<file path="config.mk">
export PLATFORM = sky130hd
export DESIGN_NAME = rst_sequencer
export DESIGN_NICKNAME = d
export VERILOG_FILES = /design/src/rtl/rst_sequencer.sv
export SDC_FILE = /design/constraint.sdc
export NUM_CORES = 1
export LEC_CHECK = 0
export BUFFER_PORTS_ARGS = -buffer_cell sky130_fd_sc_hd__buf_2
export CELL_PAD_IN_SITES_DETAIL_PLACEMENT = 1
export CELL_PAD_IN_SITES_GLOBAL_PLACEMENT = 2
export CORE_UTILIZATION = 31
export DETAILED_ROUTE_END_ITERATION = 6
export GPL_TIMING_DRIVEN = 0
export PLACE_DENSITY = 0.79
export SLEW_MARGIN = 20
export SYNTH_ARGS = -nofsm -noshare
export SYNTH_HDL_FRONTEND = slang
export SYNTH_SLANG_ARGS = --single-unit
</file>
<file path="constraint.sdc">
create_clock -name clk -period 1.57 [get_ports clk]
set_input_delay 0.0785 -clock clk [delete_from_list [all_inputs] [get_ports clk]]
set_output_delay 0.0785 -clock clk [all_outputs]
set_load 0.1 [all_outputs]
</file>
<file path="src/rtl/rst_sequencer.sv">
// rtl/rst_sequencer.sv - staged reset sequencer: memory, then peripherals, then core
module rst_sequencer #(
  parameter int HOLD_CYCLES = 16,
  parameter int STAGE_GAP   = 4,
  parameter int CNT_W       = $clog2((HOLD_CYCLES > STAGE_GAP) ? HOLD_CYCLES : STAGE_GAP) + 1
) (
  input  logic       clk,
  input  logic       reset_n,
  input  logic       sw_rst_req,
  input  logic       wdt_rst_req,
  output logic       mem_rst,
  output logic       periph_rst,
  output logic       core_rst,
  output logic       ready,
  output logic [1:0] rst_cause,
  output logic [7:0] soft_rst_cnt
);

  typedef enum logic [1:0] {
    S_HOLD       = 2'd0,
    S_REL_MEM    = 2'd1,
    S_REL_PERIPH = 2'd2,
    S_RUN        = 2'd3
  } state_e;

  localparam logic [1:0] CAUSE_POR = 2'b00;
  localparam logic [1:0] CAUSE_SW  = 2'b01;
  localparam logic [1:0] CAUSE_WDT = 2'b10;

  localparam logic [CNT_W-1:0] HOLD_LAST = CNT_W'(HOLD_CYCLES - 1);
  localparam logic [CNT_W-1:0] GAP_LAST  = CNT_W'(STAGE_GAP - 1);
  localparam logic [CNT_W-1:0] CNT_ONE   = CNT_W'(1);

  logic             sff1_q, sff2_q;
  state_e           state_q, state_d;
  logic [CNT_W-1:0] cnt_q, cnt_d;
  logic [1:0]       cause_q, cause_d;
  logic [7:0]       scnt_q, scnt_d;
  logic             mem_rst_q, mem_rst_d;
  logic             periph_rst_q, periph_rst_d;
  logic             core_rst_q, core_rst_d;
  logic             ready_q, ready_d;

  // Two-flop synchronizer: asynchronous clear, synchronous release of reset_n
  always_ff @(posedge clk or negedge reset_n) begin
    if (!reset_n) begin
      sff1_q <= 1'b0;
      sff2_q <= 1'b0;
    end else begin
      sff1_q <= 1'b1;
      sff2_q <= sff1_q;
    end
  end

  // State, counter, cause/count bookkeeping and registered reset outputs
  always_ff @(posedge clk or negedge reset_n) begin
    if (!reset_n) begin
      state_q      <= S_HOLD;
      cnt_q        <= '0;
      cause_q      <= CAUSE_POR;
      scnt_q       <= 8'd0;
      mem_rst_q    <= 1'b1;
      periph_rst_q <= 1'b1;
      core_rst_q   <= 1'b1;
      ready_q      <= 1'b0;
    end else begin
      state_q      <= state_d;
      cnt_q        <= cnt_d;
      cause_q      <= cause_d;
      scnt_q       <= scnt_d;
      mem_rst_q    <= mem_rst_d;
      periph_rst_q <= periph_rst_d;
      core_rst_q   <= core_rst_d;
      ready_q      <= ready_d;
    end
  end

  // Next-state logic; outputs decode from the next state so they are glitch-free flops
  always_comb begin
    state_d = state_q;
    cnt_d   = cnt_q;
    cause_d = cause_q;
    scnt_d  = scnt_q;

    case (state_q)
      S_HOLD: begin
        if (!sff2_q) begin
          cnt_d = '0;
        end else if (cnt_q == HOLD_LAST) begin
          state_d = S_REL_MEM;
          cnt_d   = '0;
        end else begin
          cnt_d = cnt_q + CNT_ONE;
        end
      end
      S_REL_MEM: begin
        if (cnt_q == GAP_LAST) begin
          state_d = S_REL_PERIPH;
          cnt_d   = '0;
        end else begin
          cnt_d = cnt_q + CNT_ONE;
        end
      end
      S_REL_PERIPH: begin
        if (cnt_q == GAP_LAST) begin
          state_d = S_RUN;
          cnt_d   = '0;
        end else begin
          cnt_d = cnt_q + CNT_ONE;
        end
      end
      S_RUN: begin
        cnt_d = '0;
        // Requests only restart from RUN; watchdog takes priority in cause
        if (sw_rst_req || wdt_rst_req) begin
          state_d = S_HOLD;
          cause_d = wdt_rst_req ? CAUSE_WDT : CAUSE_SW;
          if (scnt_q != 8'hFF) begin
            scnt_d = scnt_q + 8'd1;
          end
        end
      end
      default: begin
        state_d = S_HOLD;
        cnt_d   = '0;
      end
    endcase

    mem_rst_d    = (state_d == S_HOLD);
    periph_rst_d = (state_d == S_HOLD) || (state_d == S_REL_MEM);
    core_rst_d   = (state_d != S_RUN);
    ready_d      = (state_d == S_RUN);
  end

  assign mem_rst      = mem_rst_q;
  assign periph_rst   = periph_rst_q;
  assign core_rst     = core_rst_q;
  assign ready        = ready_q;
  assign rst_cause    = cause_q;
  assign soft_rst_cnt = scnt_q;

endmodule

</file>
==> reports/results.env <==
FLOORPLAN.INITIALDENSITY_PCT=32.4
GRT_SETUP_UNREPAIRED='true'
CELLLEAKAGEPOWER_nW=0.626
SETUP-VIOLATIONS-FINAL=9
CLOCK-ROOT-BUFFER='clkbuf_4'
CRITPATHCAPTURETYPE='flip-flop'
DETAIL_ROUTE.ITER0.VIOLATIONS=24
CLK_PIN_SLEW_NS=0.12
POWER.SHARE.SWITCHING_PCT=22.7
POWER.IR.VDD_WORST_mV=0.409
SYNTHESIS.INSTANCES=96
FINAL_NETS=134
P_TOTAL_mW=0.931
LAYOUT_MIN_CYCLE_TIME_NS=1.74
CRITICAL_PATH_REQUIRED_NS=1.78
POWER_DENSITY_nW_PER_UM2=662
DRIVE_ABOVE_1_SHARE_PCT=43.0
CTS.SINKS=23
ROUTE.DETAILED.DRC=0
YOSYSMOSTFREQUENTCELL='dfrtp_1'
YS_DOMINANT_REG_CELL='dfrtp_1'
P_INT_mW=0.720
DIE-AREA_SQ_UM=3720
HPWL_AFTER_DETAILED_PLACEMENT_MM=1.62
FINAL-MAX-SLEW-VIOLATION-COUNT=0
GRT_START_MAX_NET_PINS=24
GRT.OVERFLOW.TOTAL=0
YS_SEQ_AREA_SHARE_PCT=53.7
NUM_ANTENNA_CELLS=0
FP.DIEW_UM=61.0
SYNTH_NETS=108
FILLERS=384
RESULT_OF_THE_RUN='finished with violations'
CTS_MADE_BUFFERS=3
P_SWITCHING_mW=0.211
SEQUENTIALPOWERSHARE_PCT=65.5
TRITONCTS_CLOCK_TREE='done'
CORE_SQ_UM=3340
FIRST_PASS_GRT_WIRE_LENGTH_MM=3.80
TOTAL_NUMBER_OF_H_TREE_LEVELS=1
DETAIL_ROUTE.VIAS_PER_CELL=4.67
CP.ARRIVAL_NS=1.95
IOPINCOUNT=18
SYNTH_CELL_COUNT_LEADERS='dfrtp_1, ha_1, nand3_1, nor2_1'
VIOLATIONS_IN_THE_FINAL_REPORTS='negative setup slack'
GRT_USE_TOTAL_PCT=14.2
P_CLK_SHARE_PCT=29.4
CLOCK_LATENCY_NS=0.31
MAX_SLEW.WORST_PIN.SLEW_NS=0.507
SYNTH_CELL_TYPE_COUNT=28
VIAS=780
TIMING.HOLD.WORST.CLASS='primary input to flip-flop'
DRT.ANTENNA.VIOLATING_NETS=0
SETUP.WORST_PATH.START='cnt_q[0]$_DFF_PN0_'
TIMING.MAX_CAP.VIOLATIONS=0
ITERATION_COUNT_OF_THE_INITIAL_DETAILED_ROUTING_PASS=2
YOSYS_WARNINGS=0
YOSYS.AREA.TOP_TYPE='dfrtp_1'
WL_PER_CELL_UM=13.4
SYNTH.TOP_CELLS.BY_AREA='dfrtp_1, ha_1, dfstp_2'
WORSTHOLDSTART='wdt_rst_req'
FINAL_HOLD_VIOL_COUNT=0
TIMING.FINAL.WS_SETUP_NS=-0.168
DETAIL_ROUTE.WIRELENGTH_MM=2.24
SETUP.WORST_PATH.CLASS='flip-flop to flip-flop'
TIMING.FMAX_MHz=575
POWER_FRAC_COMB_PCT=5.1
DP_WORST_SETUP_SLACK_NS=-0.336
FIRST_GLOBAL_VIAS=829
SYNTH_ASYNC_SR_FLOP_SHARE_PCT=100
SYNTH_TOP_CELL_AREA_SHARE_PCT=46.3
SYNTH_ENABLE_FLOP_CELLS=0
MAX-CLOCK-PATH-BUFFERS=2
CRITICAL_PATH.STARTPOINT_TYPE='flip-flop'
DIE-HEIGHT_UM=61.0
POSTSYNTHAREAPERCELL_SQ_UM=11.2
CRITICAL_PATH_PEAK_FANOUT=4
SKEW_NS=0.00364
SYNTHTOLAYOUTAREAGROWTH_PCT=30.2
INITIAL_ANTENNA_VIOLATION_COUNT=0
POSTSYNTHREGISTERBITS=23
ROWS=21
RR_STARTPOINT='cnt_q[0]$_DFF_PN0_'
PLACE.GP.CONGESTION=0.705
RELSLEWSLACK_PCT=66.2
PORTION_OF_THE_CLOCK_CYCLE_CONSUMED_BY_THE_WORST_PATH_IN_THE_FINAL_LAYOUT_PCT=111
SYN_AREA_SQ_UM=1080
BUFFER_PORTS.INSERTED=17
## worst paths after layout
path	to	cells after the start	slack, ns
setup / recovery	ready$_DFF_PN0_	5	-0.17
hold / removal	rst_cause[0]$_DFFE_PN0P_	2	0.04
setup reg to reg	ready$_DFF_PN0_	5	-0.17
hold reg to reg	sff2_q$_DFF_PN0_	0	0.37
max in group asynchronous	soft_rst_cnt[6]$_DFFE_PN0P_	2	0.90
min in group asynchronous	rst_cause[0]$_DFFE_PN0P_	2	0.29
## critical path, stage by stage, from the launching register on
cell	delay, ns
dfrtp_1	0.41
ha_4	0.16
or4b_4	0.49
a21o_1	0.18
o22a_2	0.24
and2_1	0.16
## metrics by stage
stage / setup TNS, ns / instance area (sq um) / hold slack [ns] / utilization, % / instances
3_3_place_gp: -1.65 / 1300 / 0.0687 / 38.9 / 159
3_5_place_dp: -1.91 / 1300 / 0.0811 / 38.9 / 159
6_report: -0.613 / 1410 / 0.0353 / 42.1 / 167
5_1_grt: -1.57 / 1410 / 0.0306 / 42.1 / 167
2_1_floorplan: -0.348 / 1150 / -0.217 / - / 96
4_1_cts: -0.768 / 1380 / 0.00806 / 41.3 / 166
## repair_timing
| action | 4_1_cts | 5_1_grt |
|---|---|---|
| hold endpoints to repair | 20 | 0 |
| gates resized for setup | 5 | 5 |
| hold buffers | 1 | 0 |
| endpoints found under the setup margin | 10 | 12 |
| pin swaps | 2 | 3 |
| buffers inserted | 2 | 1 |
## registers in the layout, indices dropped and copies added (netlist names)
signal and cells:
cnt_q 5, core_rst 1, mem_rst 1, periph_rst 1, ready 1, rst_cause 2
sff1_q 1, sff2_q 1, soft_rst_cnt 8, state_q 2
## cells in the final DEF, fill, tap and decap left out, types with 2 or more instances in the layout
cell type,n
inv_1,6
a221oi_2,2
xnor2_1,2
nand2_1,6
ha_1,3
dfstp_2,3
dfrtp_4,6
ha_4,3
dfrtp_1,12
ha_2,2
nor2b_1,2
buf_2,17
xor2_1,7
clkbuf_4,3
nand3_1,7
nor2_1,8
buf_4,3
dfrtp_2,2
nor3_2,4
a21oi_1,4
## power by group through the flow
stage	clock network [mW]	logic [mW]	registers (mW)
floorplan	0	0.0164	0.619
global placement	0	0.0373	0.619
detailed placement	0	0.0394	0.620
CTS	0.291	0.0485	0.610
global route	0.312	0.0556	0.612
finish	0.274	0.0475	0.610
## cell families after synthesis
kind of cell               Yosys count  share of synthesized area (%)
and+or+nand+nor                     35                           16.8
DFF                                 23                           53.7
AOI/OAI and AO/OA                   12                           9.15
xor gates and xnor gates             9                           7.30
adders and majority gates            8                           9.27
buffers and inverters                7                           2.43
other                                1                          0.347
muxes                                1                           1.04
## per-layer routing
layer	track usage [%]	part of all wire (%)	wire, um	up-vias
met5	0	0	0	-
li1	-	-	-	380
met3	3.78	2.8	63	2
met1	18.4	45	1000	387
met2	23.4	51	1150	11
met4	3.90	0.94	21	0
## area by class of cell
type | count | area [sq um] | area share (%)
inverter | 7 | 26.3 | 1.87
sequential | 23 | 604 | 43.0
multi-input combinational | 66 | 574 | 40.8
clock buffer | 4 | 26.3 | 1.87
tap | 46 | 57.6 | 4.09
timing repair buffer | 21 | 118 | 8.36
(Power assumes the default switching activity.)
